### config.mk
export PLATFORM = sky130hd
export DESIGN_NAME = complex_accum
export DESIGN_NICKNAME = d
export VERILOG_FILES = /design/src/rtl/complex_accum_pkg.sv /design/src/rtl/complex_accum_cplx_sat.sv /design/src/rtl/complex_accum.sv
export SDC_FILE = /design/constraint.sdc
export NUM_CORES = 1
export LEC_CHECK = 0
export ABC_CLOCK_PERIOD_IN_PS = 8000
export BUFFER_PORTS_ARGS = -buffer_cell sky130_fd_sc_hd__buf_4
export CAP_MARGIN = 20
export CORE_ASPECT_RATIO = 1.5
export CORE_MARGIN = 2
export CORE_UTILIZATION = 60
export DETAILED_ROUTE_END_ITERATION = 7
export MAX_ROUTING_LAYER = met4
export PLACE_DENSITY = 0.82
export SYNTH_ARGS = -nofsm -noshare
export SYNTH_HDL_FRONTEND = slang
export SYNTH_HIERARCHICAL = 1
export SYNTH_SLANG_ARGS = --single-unit
### constraint.sdc
create_clock -name clk -period 8 [get_ports clk]
set_clock_uncertainty 0.15 [all_clocks]
set_input_delay 0.8 -clock clk [delete_from_list [all_inputs] [get_ports clk]]
set_output_delay 0.8 -clock clk [all_outputs]
set_load 0.05 [all_outputs]
### src/rtl/complex_accum_pkg.sv
// Shared types and default constants for the complex accumulator datapath.
package complex_accum_pkg;

    localparam int COMPLEX_BIT = 24;
    localparam int FP_BIT      = 22;
    localparam int GUARD_BIT   = 8;

    localparam logic [COMPLEX_BIT-1:0] ONE = 24'h400000;

    typedef struct packed {
        logic signed [COMPLEX_BIT-1:0] r;
        logic signed [COMPLEX_BIT-1:0] i;
    } complex_t;

    typedef enum logic {
        ST_IDLE  = 1'b0,
        ST_ACCUM = 1'b1
    } state_t;

endpackage

### src/rtl/complex_accum_cplx_sat.sv
// Narrows a guard-extended complex sum to component width, clamping each
// component independently and flagging which ones were clamped.
module cplx_sat
    import complex_accum_pkg::*;
#(
    parameter int complex_bit = COMPLEX_BIT,
    parameter int guard_bit   = GUARD_BIT
) (
    input  logic [complex_bit+guard_bit-1:0] acc_r,
    input  logic [complex_bit+guard_bit-1:0] acc_i,
    output logic [complex_bit-1:0]           sat_r,
    output logic [complex_bit-1:0]           sat_i,
    output logic                             clamp_r,
    output logic                             clamp_i
);

    localparam int ACC_W = complex_bit + guard_bit;
    localparam logic [complex_bit-1:0] MAX_V = {1'b0, {(complex_bit-1){1'b1}}};
    localparam logic [complex_bit-1:0] MIN_V = {1'b1, {(complex_bit-1){1'b0}}};

    // The value fits when every bit above the result's sign bit copies the sign.
    function automatic logic [complex_bit:0] narrow(input logic [ACC_W-1:0] v);
        logic [guard_bit:0] head;
        head = v[ACC_W-1:complex_bit-1];
        if (head == '0 || head == '1) begin
            return {1'b0, v[complex_bit-1:0]};
        end else if (v[ACC_W-1]) begin
            return {1'b1, MIN_V};
        end else begin
            return {1'b1, MAX_V};
        end
    endfunction

    assign {clamp_r, sat_r} = narrow(acc_r);
    assign {clamp_i, sat_i} = narrow(acc_i);

endmodule

### src/rtl/complex_accum.sv
// Streaming complex accumulator: sums in_last-delimited vectors of complex
// products and emits one saturated result per vector over valid/ready.
module complex_accum
    import complex_accum_pkg::*;
#(
    parameter int complex_bit = COMPLEX_BIT,
    parameter int fp_bit      = FP_BIT,
    parameter int guard_bit   = GUARD_BIT
) (
    input  logic                   clk,
    input  logic                   rst,
    input  logic                   in_valid,
    output logic                   in_ready,
    input  logic                   in_last,
    input  logic [complex_bit-1:0] in_r,
    input  logic [complex_bit-1:0] in_i,
    output logic                   out_valid,
    input  logic                   out_ready,
    output logic [complex_bit-1:0] out_r,
    output logic [complex_bit-1:0] out_i,
    output logic                   out_sat,
    output logic                   out_trunc,
    output logic [guard_bit:0]     out_count
);

    localparam int ACC_W = complex_bit + guard_bit;
    localparam logic [guard_bit:0] LAST_IDX = {1'b0, {guard_bit{1'b1}}};
    localparam logic [guard_bit:0] CNT_ONE  = (guard_bit+1)'(1);

    if (fp_bit < 0 || fp_bit >= complex_bit || guard_bit < 1) begin : g_bad_cfg
        $error("complex_accum: fp_bit must lie inside the word and guard_bit must be >= 1");
    end

    state_t                 state;
    logic [ACC_W-1:0]       acc_r;
    logic [ACC_W-1:0]       acc_i;
    logic [ACC_W-1:0]       ext_r;
    logic [ACC_W-1:0]       ext_i;
    logic [ACC_W-1:0]       sum_r;
    logic [ACC_W-1:0]       sum_i;
    logic [guard_bit:0]     count;
    logic                   accept;
    logic                   closing;
    logic [complex_bit-1:0] sat_r;
    logic [complex_bit-1:0] sat_i;
    logic                   clamp_r;
    logic                   clamp_i;

    // Handshakes: a transfer happens on a side when its valid and ready are both
    // high at a rising edge; a held result blocks input until it is taken.
    assign in_ready = !out_valid || out_ready;
    assign accept   = in_valid && in_ready;
    assign closing  = accept && (in_last || count == LAST_IDX);

    assign ext_r = {{guard_bit{in_r[complex_bit-1]}}, in_r};
    assign ext_i = {{guard_bit{in_i[complex_bit-1]}}, in_i};
    assign sum_r = acc_r + ext_r;
    assign sum_i = acc_i + ext_i;

    cplx_sat #(
        .complex_bit(complex_bit),
        .guard_bit  (guard_bit)
    ) u_sat (
        .acc_r  (sum_r),
        .acc_i  (sum_i),
        .sat_r  (sat_r),
        .sat_i  (sat_i),
        .clamp_r(clamp_r),
        .clamp_i(clamp_i)
    );

    always_ff @(posedge clk) begin
        if (rst) begin
            state     <= ST_IDLE;
            acc_r     <= '0;
            acc_i     <= '0;
            count     <= '0;
            out_valid <= 1'b0;
            out_r     <= '0;
            out_i     <= '0;
            out_sat   <= 1'b0;
            out_trunc <= 1'b0;
            out_count <= '0;
        end else begin
            if (out_valid && out_ready) begin
                out_valid <= 1'b0;
            end
            if (closing) begin
                // A closing term may arrive with the previous result leaving,
                // so the new result simply overwrites and valid stays high.
                out_valid <= 1'b1;
                out_r     <= sat_r;
                out_i     <= sat_i;
                out_sat   <= clamp_r || clamp_i;
                out_trunc <= !in_last;
                out_count <= count + CNT_ONE;
                acc_r     <= '0;
                acc_i     <= '0;
                count     <= '0;
                state     <= ST_IDLE;
            end else if (accept) begin
                case (state)
                    ST_IDLE: begin
                        acc_r <= ext_r;
                        acc_i <= ext_i;
                        count <= CNT_ONE;
                        state <= ST_ACCUM;
                    end
                    ST_ACCUM: begin
                        acc_r <= sum_r;
                        acc_i <= sum_i;
                        count <= count + CNT_ONE;
                    end
                    default: state <= ST_IDLE;
                endcase
            end
        end
    end

endmodule

==> impl_metrics.csv, run 1 <==
group,metric,value,unit
status,outcome,"finished, final reports clean",
layout,utilization,0.698,
sta,finalSetupViolCount,0,
place,dpl.hpwl,18900,µm
pwr,leakage,0.00466,µW
clock_tree,cts_buffers,17,
clock_tree,cts_setup_buffers,0,
drt,wl_per_cell,18.2,µm
place,routabilityCongestion,0.975,
setup_path,cp.arrival,4.74,ns
clock_tree,clock_latency,0.44,ns
flow_run,drv_cap,0,
setup_path,startpoint_type,"input pin",
setup_path,slowest_stage,"nand2_1",
sta,fin_crit,4.60,ns
yosys,synth.mux.area_fraction,0.0556,
global_route,grt_pass1_vias,9033,
floorplan,core,15600,µm²
drt,route.vias.total,9252,
yosys,yosys.cell_types.count,66,
setup_path,crit_start,"in_r[0]",
global_route,antenna_found_initial,0,
sta,hold_slack,0.305,ns
setup_path,crit_chain,"buf_4 > ha_1 > fa_1 > a21o_1 > a211oi_1 > o21bai_2 > a41oi_2 > o31a_4 > o21a_1 > o21ai_1 > xnor2_1 > nor4_1 > nand2_1 > o21a_1 > nor3_1 > nor3_1",
yosys,synthXorXnorAreaFrac,0.0604,
drt,first_pass_iters,5,
global_route,grt_max_degree,108,
layout,drive_gt1_frac,0.141,
yosys,postSynthCellCount,1220,
floorplan,ios,114,
drt,wl,27100,µm
setup_path,timing.rr.start,"acc_r[0]",
worst_hold_path,min-delay-path-class,"reg -> reg",
clock_tree,cts_resized,0,
drt,routed_via_density,6.23,
floorplan,fp.dieH,158,µm
yosys,synth_compound_area_frac,0.276,
floorplan,initial_core_util,0.610,
pwr,pwr-share-seq,0.328,
clock_tree,worst_setup_hold_path_clk_slew,0.06,ns
drt,drtIter0Drc,634,
place,io_buffers,113,
layout,area_growth_syn_to_layout,14.4,%
pwr,power,2280,µW
yosys,synth_area_leaders,"dfxtp_1, ha_1, a21oi_1",
yosys,synth_top_family_by_area,"compound AO/OA/AOI/OAI gates",
sta,final_hold_viol_count,0,
layout,diodes,0,
drt,ant_nets,0,
clock_tree,cts_tree,"built",
yosys,postSynthAreaPerCell,7.81,µm²
worst_hold_path,min-delay-start,"out_i[12]",
setup_path,worstPathRequired,8.14,ns
yosys,syn_nets,1339,
pwr,p_int,1440,µW
floorplan,die_w,107,µm
clock_tree,ctsHoldBuffers,0,
pwr,power.density,210,nW/µm²
sta,slew_headroom,0.288,
setup_path,crit_path_end_kind,"flop",
layout,n_fill_cell,1321,
yosys,ys_ff_latch,134,
clock_tree,cts_buffer_depth,2,
yosys,synth_area_leader_cell,"dfxtp_1",
clock_tree,cts-root-buf,"clkbuf_16",
sta,finalCritPeriodShare,0.575,
yosys,synth_edf_count,0,
sta,rsz0062_at_grt,"no",
yosys,synthAdderAreaFrac,0.0882,
layout,fin_nets,1387,
clock_tree,htreeDepth,4,
yosys,synthSimpleGateAreaFrac,0.189,
global_route,grt_overflow,0,
floorplan,die_area,16900,µm²
pwr,p_sw_frac,0.371,
setup_path,crit_type,"in -> reg",
drt,drc,0,
global_route,grt_usage,0.330,
yosys,synth_area,9530,µm²
sta,tns,0,ns
pwr,power_switching,848,µW
sta,fmax,217,MHz
sta,tightest_slew,1.07,ns
yosys,ys_warn_count,6,
sta,slew_viol_final,0,
pwr,p_comb_frac,0.342,
setup_path,critPathMaxStageDelay,0.57,ns
yosys,ys_seq_area_frac,0.281,
setup_path,reg2reg_slack,3.58,ns
yosys,synthFlopType,"dfxtp_1",
setup_path,critPathMaxFanout,24,
clock_tree,clock_sinks,134,
yosys,async_reset_ff_frac,0,
global_route,grt_pass1_wl,43400,µm
pwr,vdd_drop_max,131,µV
pwr,p_clk_frac,0.330,
floorplan,rows,56,
yosys,synth_top_area_frac,0.281,
## stage by stage
step	std cells	cell area, µm²	setup slack [ns]
after global routing	1484	10900	3.13
after floorplan	1220	9530	3.89
after detailed placement	1450	10300	3.05
after CTS	1482	10900	3.44
final	1484	10900	3.40
after global placement	1450	10300	3.16
## final timing paths
check | end | depth (start not counted)
worst min register to register | out_i[12] | 2
worst min-delay path | out_i[12] | 2
worst max-delay path | out_sat | 16
worst max register to register | out_sat | 15
## kinds of logic after synthesis
| kind of cell | count (synthesis) |
|---|---|
| adder cells (fa/ha/maj) | 66 |
| AND/OR/NAND/NOR | 400 |
| AO/OA/AOI/OAI | 394 |
| XOR/XNOR | 64 |
| flip-flops | 134 |
| buffers and inverters | 109 |
| multiplexers | 53 |
## metal layers
layer / GRT usage / routed length (µm) / vias up
met4: 0.202 / 1750 / 0
met1: 0.340 / 10200 / 4305
met5: - / 0 / -
li1: - / - / 4520
met2: 0.590 / 13900 / 305
met3: 0.0487 / 1260 / 122
## layout make-up
type	instances	area (µm²)	area share
multi-input cells	977	6410	0.588
clock buffers	19	433	0.0397
inverters	16	60.1	0.00551
flip-flops and latches	134	2690	0.246
repair buffers	122	931	0.0854
clock inverters	13	125	0.0115
well taps	203	254	0.0233
## synthesized netlist by cell type (6+ instances only)
cell	n
mux2i_1	53
a2bb2oi_1	47
and3_1	8
nand4_1	11
buf_4	8
xnor2_1	42
clkbuf_1	64
o21ai_0	49
nand2_1	159
buf_1	7
nor2_1	92
a211oi_1	42
and2_1	9
a31oi_1	10
o21bai_1	10
nand2b_1	6
nand3_1	68
inv_1	16
xor2_1	20
o21ai_1	11
a21o_1	37
nor2b_1	9
ha_1	64
buf_2	11
dfxtp_1	134
o21a_1	10
o211ai_1	6
nor3_1	17
a21oi_1	129
## registers in the layout (all words and copies together), names as in the netlist
name       count
out_i         24
acc_i         32
out_r         24
out_valid      1
state          1
out_sat        1
count          9
out_count      9
acc_r         32
out_trunc      1
## power by group through the flow
| stage | clock [µW] | sequential (µW) | combinational, µW |
|---|---|---|---|
| 2_1_floorplan | 0 | 831 | 497 |
| 3_3_place_gp | 0 | 761 | 746 |
| 3_5_place_dp | 0 | 762 | 756 |
| 4_1_cts | 759 | 748 | 762 |
| 5_1_grt | 789 | 754 | 844 |
| 6_report | 754 | 748 | 782 |
## worst max-delay path, delay by kind of cell
family,cells,cell delay [ns]
buf+inv,1,0.11
fa+ha+maj,2,0.61
simple gates,4,1.10
xor+xnor,1,0.16
compound gates,8,1.93
## placed cells by master (no fill, tap or decap), types with 5 or more instances in the layout
master     synthesis  final
nand3_1           68     68
nor2b_1            9      9
and2_1             9      8
ha_1              64     64
o21ai_0           49     49
nand2_1          159    159
a211oi_1          42     42
a21oi_1          129    129
dfxtp_1          134    133
a31oi_1           10     10
a22oi_1            5      5
a2bb2oi_1         47     47
xor2_1            20     20
nand4_1           11     11
nand2b_1           6      5
o21ai_1           11     10
inv_1             16     16
mux2i_1           53     53
a21o_1            37     37
xnor2_1           42     40
and3_1             8      8
o21a_1            10     10
o21bai_1          10     10
clkbuf_16          0     17
nor4_1             5      5
nor2_1            92     91
nor3_1            17     17
o211ai_1           6      6
buf_4              8    120
Note: power is estimated with default switching activity, not from simulation.
==> inputs of run 2 (changes only) <==
--- a/config.mk
+++ b/config.mk
@@ -5,15 +5,16 @@
 export SDC_FILE = /design/constraint.sdc
 export NUM_CORES = 1
 export LEC_CHECK = 0
-export ABC_CLOCK_PERIOD_IN_PS = 8000
+export ABC_AREA = 1
+export ABC_CLOCK_PERIOD_IN_PS = 3950
 export BUFFER_PORTS_ARGS = -buffer_cell sky130_fd_sc_hd__buf_4
 export CAP_MARGIN = 20
 export CORE_ASPECT_RATIO = 1.5
 export CORE_MARGIN = 2
-export CORE_UTILIZATION = 60
+export CORE_UTILIZATION = 55
 export DETAILED_ROUTE_END_ITERATION = 7
 export MAX_ROUTING_LAYER = met4
-export PLACE_DENSITY = 0.82
+export PLACE_DENSITY = 0.78
 export SYNTH_ARGS = -nofsm -noshare
 export SYNTH_HDL_FRONTEND = slang
 export SYNTH_HIERARCHICAL = 1
==> constraint.sdc (replaced) <==
create_clock -name clk -period 3.95 [get_ports clk]
set_clock_uncertainty 0.15 [all_clocks]
set_input_delay 0.395 -clock clk [delete_from_list [all_inputs] [get_ports clk]]
set_output_delay 0.395 -clock clk [all_outputs]
set_load 0.05 [all_outputs]
==> run 2 against run 1 <==
Worst setup slack got worse by 2.8 ns. Utilization decreased by 5.4 points. Global-route usage down 0.78 points. Hold slack worse by 0.21 ns. Clock power increased by 120%. Power increased by 100%. Via count rose by 22%. Non-clock buffer count stayed put. Final cell count up 47%. Synthesized area grew 14%. Critical path type is now reg -> reg. Largest cell class unchanged.
==> impl_metrics.csv, run 2 <==
group,metric,value,unit
global_route,grt_overflow,0,
drt,wl,32900,µm
sta,tightest_slew,0.790,ns
setup_path,startpoint_type,"flop",
yosys,ys_warn_count,6,
setup_path,worstPathRequired,4.12,ns
yosys,yosys.cell_types.count,40,
place,io_buffers,113,
place,dpl.hpwl,24700,µm
layout,area_growth_syn_to_layout,14.4,%
clock_tree,ctsHoldBuffers,0,
sta,tns,0,ns
drt,ant_nets,0,
yosys,synthXorXnorAreaFrac,0.0356,
sta,finalCritPeriodShare,0.836,
yosys,synth.mux.area_fraction,0,
drt,routed_via_density,5.16,
floorplan,rows,62,
drt,drtIter0Drc,601,
worst_hold_path,min-delay-path-class,"in -> reg",
drt,first_pass_iters,6,
yosys,synth_area_leaders,"nand2_1, dfxtp_1, inv_1",
layout,design_area,12400,µm²
pwr,p_clk_frac,0.349,
clock_tree,clock_latency,0.45,ns
sta,fin_crit,3.30,ns
global_route,grt_pass1_wl,52100,µm
global_route,antenna_found_initial,0,
pwr,power_switching,1780,µW
drt,route.vias.total,11300,
yosys,synthFlopType,"dfxtp_1",
sta,hold_slack,0.0915,ns
status,outcome,"finished, final reports clean",
yosys,synth_area_leader_cell,"nand2_1",
place,place_area,11800,µm²
setup_path,crit_chain,"ha_1 > fa_1 > nand3_1 > nand3_1 > nand2_1 > nand2_1 > nand2_1 > nand2_2 > nand2_1 > nand3_1 > and2_1 > nor2_1 > nand2_1 > o21bai_4 > buf_4 > nand2_2 > nor2_1 > o21ai_0",
yosys,synth_edf_count,0,
yosys,postSynthAreaPerCell,5.92,µm²
setup_path,timing.rr.start,"acc_r[0]",
yosys,synthAdderAreaFrac,0.0777,
layout,mostFrequentLayoutCells,"nand2_1, inv_1, a21oi_1",
sta,fmax,303,MHz
setup_path,endpoint,"out_sat",
yosys,ys_ff_latch,134,
floorplan,fp.dieH,176,µm
floorplan,die_area,20800,µm²
layout,drive_gt1_frac,0.110,
yosys,yosysMostFrequentCell,"nand2_1",
setup_path,critPathMaxStageDelay,0.45,ns
pwr,pwr-share-seq,0.320,
floorplan,ios,114,
clock_tree,clock_sinks,134,
setup_path,slowest_stage,"fa_1",
pwr,p_comb_frac,0.331,
layout,top_regs,"acc_i: 32 flops, acc_r: 32 flops",
setup_path,reg2reg_depth,18,
clock_tree,cts_resized,0,
flow_run,drv_cap,0,
pwr,power,4680,µW
yosys,synth_area,10800,µm²
setup_path,crit_start,"acc_r[0]",
setup_path,crit_type,"reg -> reg",
sta,slew_headroom,0.473,
clock_tree,cts_buffer_depth,2,
setup_path,reg2reg_slack,0.65,ns
setup_path,crit_path_end_kind,"flop",
global_route,grt_usage,0.322,
floorplan,die_w,119,µm
setup_path,path_common_cell,"nand2_1",
floorplan,core,19200,µm²
global_route,grt_max_degree,75,
clock_tree,cts_setup_buffers,0,
clock_tree,cts_tree,"built",
sta,slew_viol_final,0,
sta,finalSetupViolCount,0,
layout,layout_commonest_cell,"nand2_1",
yosys,ys_seq_area_frac,0.248,
floorplan,initial_core_util,0.563,
yosys,syn_nets,1947,
pwr,vdd_drop_max,278,µV
drt,drc,0,
global_route,grt_pass1_vias,11100,
setup_path,cp.arrival,3.48,ns
place,routabilityCongestion,1.00,
pwr,p_int,2900,µW
drt,wl_per_cell,15.0,µm
setup_path,critPathMaxFanout,24,
clock_tree,htreeDepth,4,
pwr,leakage,0.00680,µW
yosys,synth_top_area_frac,0.256,
pwr,power.density,378,nW/µm²
clock_tree,cts_buffers,17,
clock_tree,worst_setup_hold_path_clk_slew,0.07,ns
yosys,postSynthCellCount,1828,
yosys,synth_compound_area_frac,0.118,
layout,fin_nets,2034,
setup_path,r2r-end,"out_sat",
sta,final_hold_viol_count,0,
layout,diodes,0,
clock_tree,cts-root-buf,"clkbuf_16",
sta,rsz0062_at_grt,"no",
yosys,synthTopCellsByCount,"nand2_1, inv_1, a21oi_1",
yosys,synth_top_family_by_area,"simple AND/OR/NAND/NOR gates",
yosys,async_reset_ff_frac,0,
pwr,p_sw_frac,0.380,
yosys,synthSimpleGateAreaFrac,0.387,
==> run 2: cell count changes after synthesis, sizes merged, moves of 14 or more <==
| cell | delta |
|---|---|
| nand2 | +607 |
| o21ai | -39 |
| a211oi | -41 |
| xnor2 | -40 |
| nand3 | +14 |
| a21o | -35 |
| inv | +288 |
| a22o | +26 |
| and2 | +22 |
| nor2 | +23 |
| mux2i | -53 |
| xor2 | +14 |
| clkbuf | -46 |
| a2bb2oi | -47 |
==> run 2: layout make-up <==
| class | instances | area (µm²) |
|---|---|---|
| fillers | 1949 | 6860 |
| multi-input cells | 1336 | 6700 |
| flip-flops and latches | 134 | 2680 |
| inverters | 304 | 1140 |
| repair buffers | 122 | 948 |
| clock buffers | 20 | 447 |
| well taps | 256 | 320 |
| clock inverters | 12 | 144 |
==> run 2: worst min path at each step <==
stage               from         to  slack, ns  cells after the start
4_1_cts          in_r[0]   acc_r[0]       0.09                      3
5_1_grt          in_r[9]   acc_r[9]       0.11                      3
6_report         in_r[0]   acc_r[0]       0.09                      3
3_3_place_gp   out_i[15]  out_i[15]       0.30                      2
2_1_floorplan   count[1]   count[1]       0.31                      2
3_5_place_dp   out_i[14]  out_i[14]       0.31                      2
==> run 2: critical path, delay by kind of cell (launching register included) <==
family	cells	cell delay [ns]
and+or+nand+nor	13	1.50
DFF	1	0.32
adders and majority gates	2	0.67
AOI/OAI and AO/OA	2	0.25
buffers and inverters	1	0.29
==> run 2: layer usage <==
metal  share of wire  vias up  routed length [µm]  global-route usage
met4           0.073        0                2390               0.225
met1            0.38     5098               12300               0.310
met5               0        -                   0                   -
met3           0.031      116                1010              0.0409
li1                -     5791                   -                   -
met2            0.52      272               17100               0.591
==> run 2: per-stage QoR <==
| stage | worst slack, ns | utilization | std cells |
|---|---|---|---|
| final | 0.646 | 0.644 | 2184 |
| after global routing | 0.443 | 0.644 | 2184 |
| after CTS | 0.628 | 0.642 | 2183 |
| after detailed placement | 0.422 | 0.611 | 2151 |
| after global placement | 0.469 | 0.611 | 2151 |
| after floorplan | 1.19 | - | 1828 |
==> run 2: kinds of logic after synthesis <==
| logic type | count (synthesis) |
|---|---|
| and+or+nand+nor | 1015 |
| buffers and inverters | 358 |
| AOI/OAI and AO/OA | 217 |
| DFF | 134 |
| adders and majority gates | 66 |
| xor gates and xnor gates | 38 |
==> run 2: power by group through the flow <==
stage	clock, µW	combinational, µW	sequential, µW
after floorplan	0	975	1670
after global placement	0	1500	1520
after detailed placement	0	1520	1530
after CTS	1640	1530	1500
after global routing	1690	1700	1510
final	1630	1550	1500
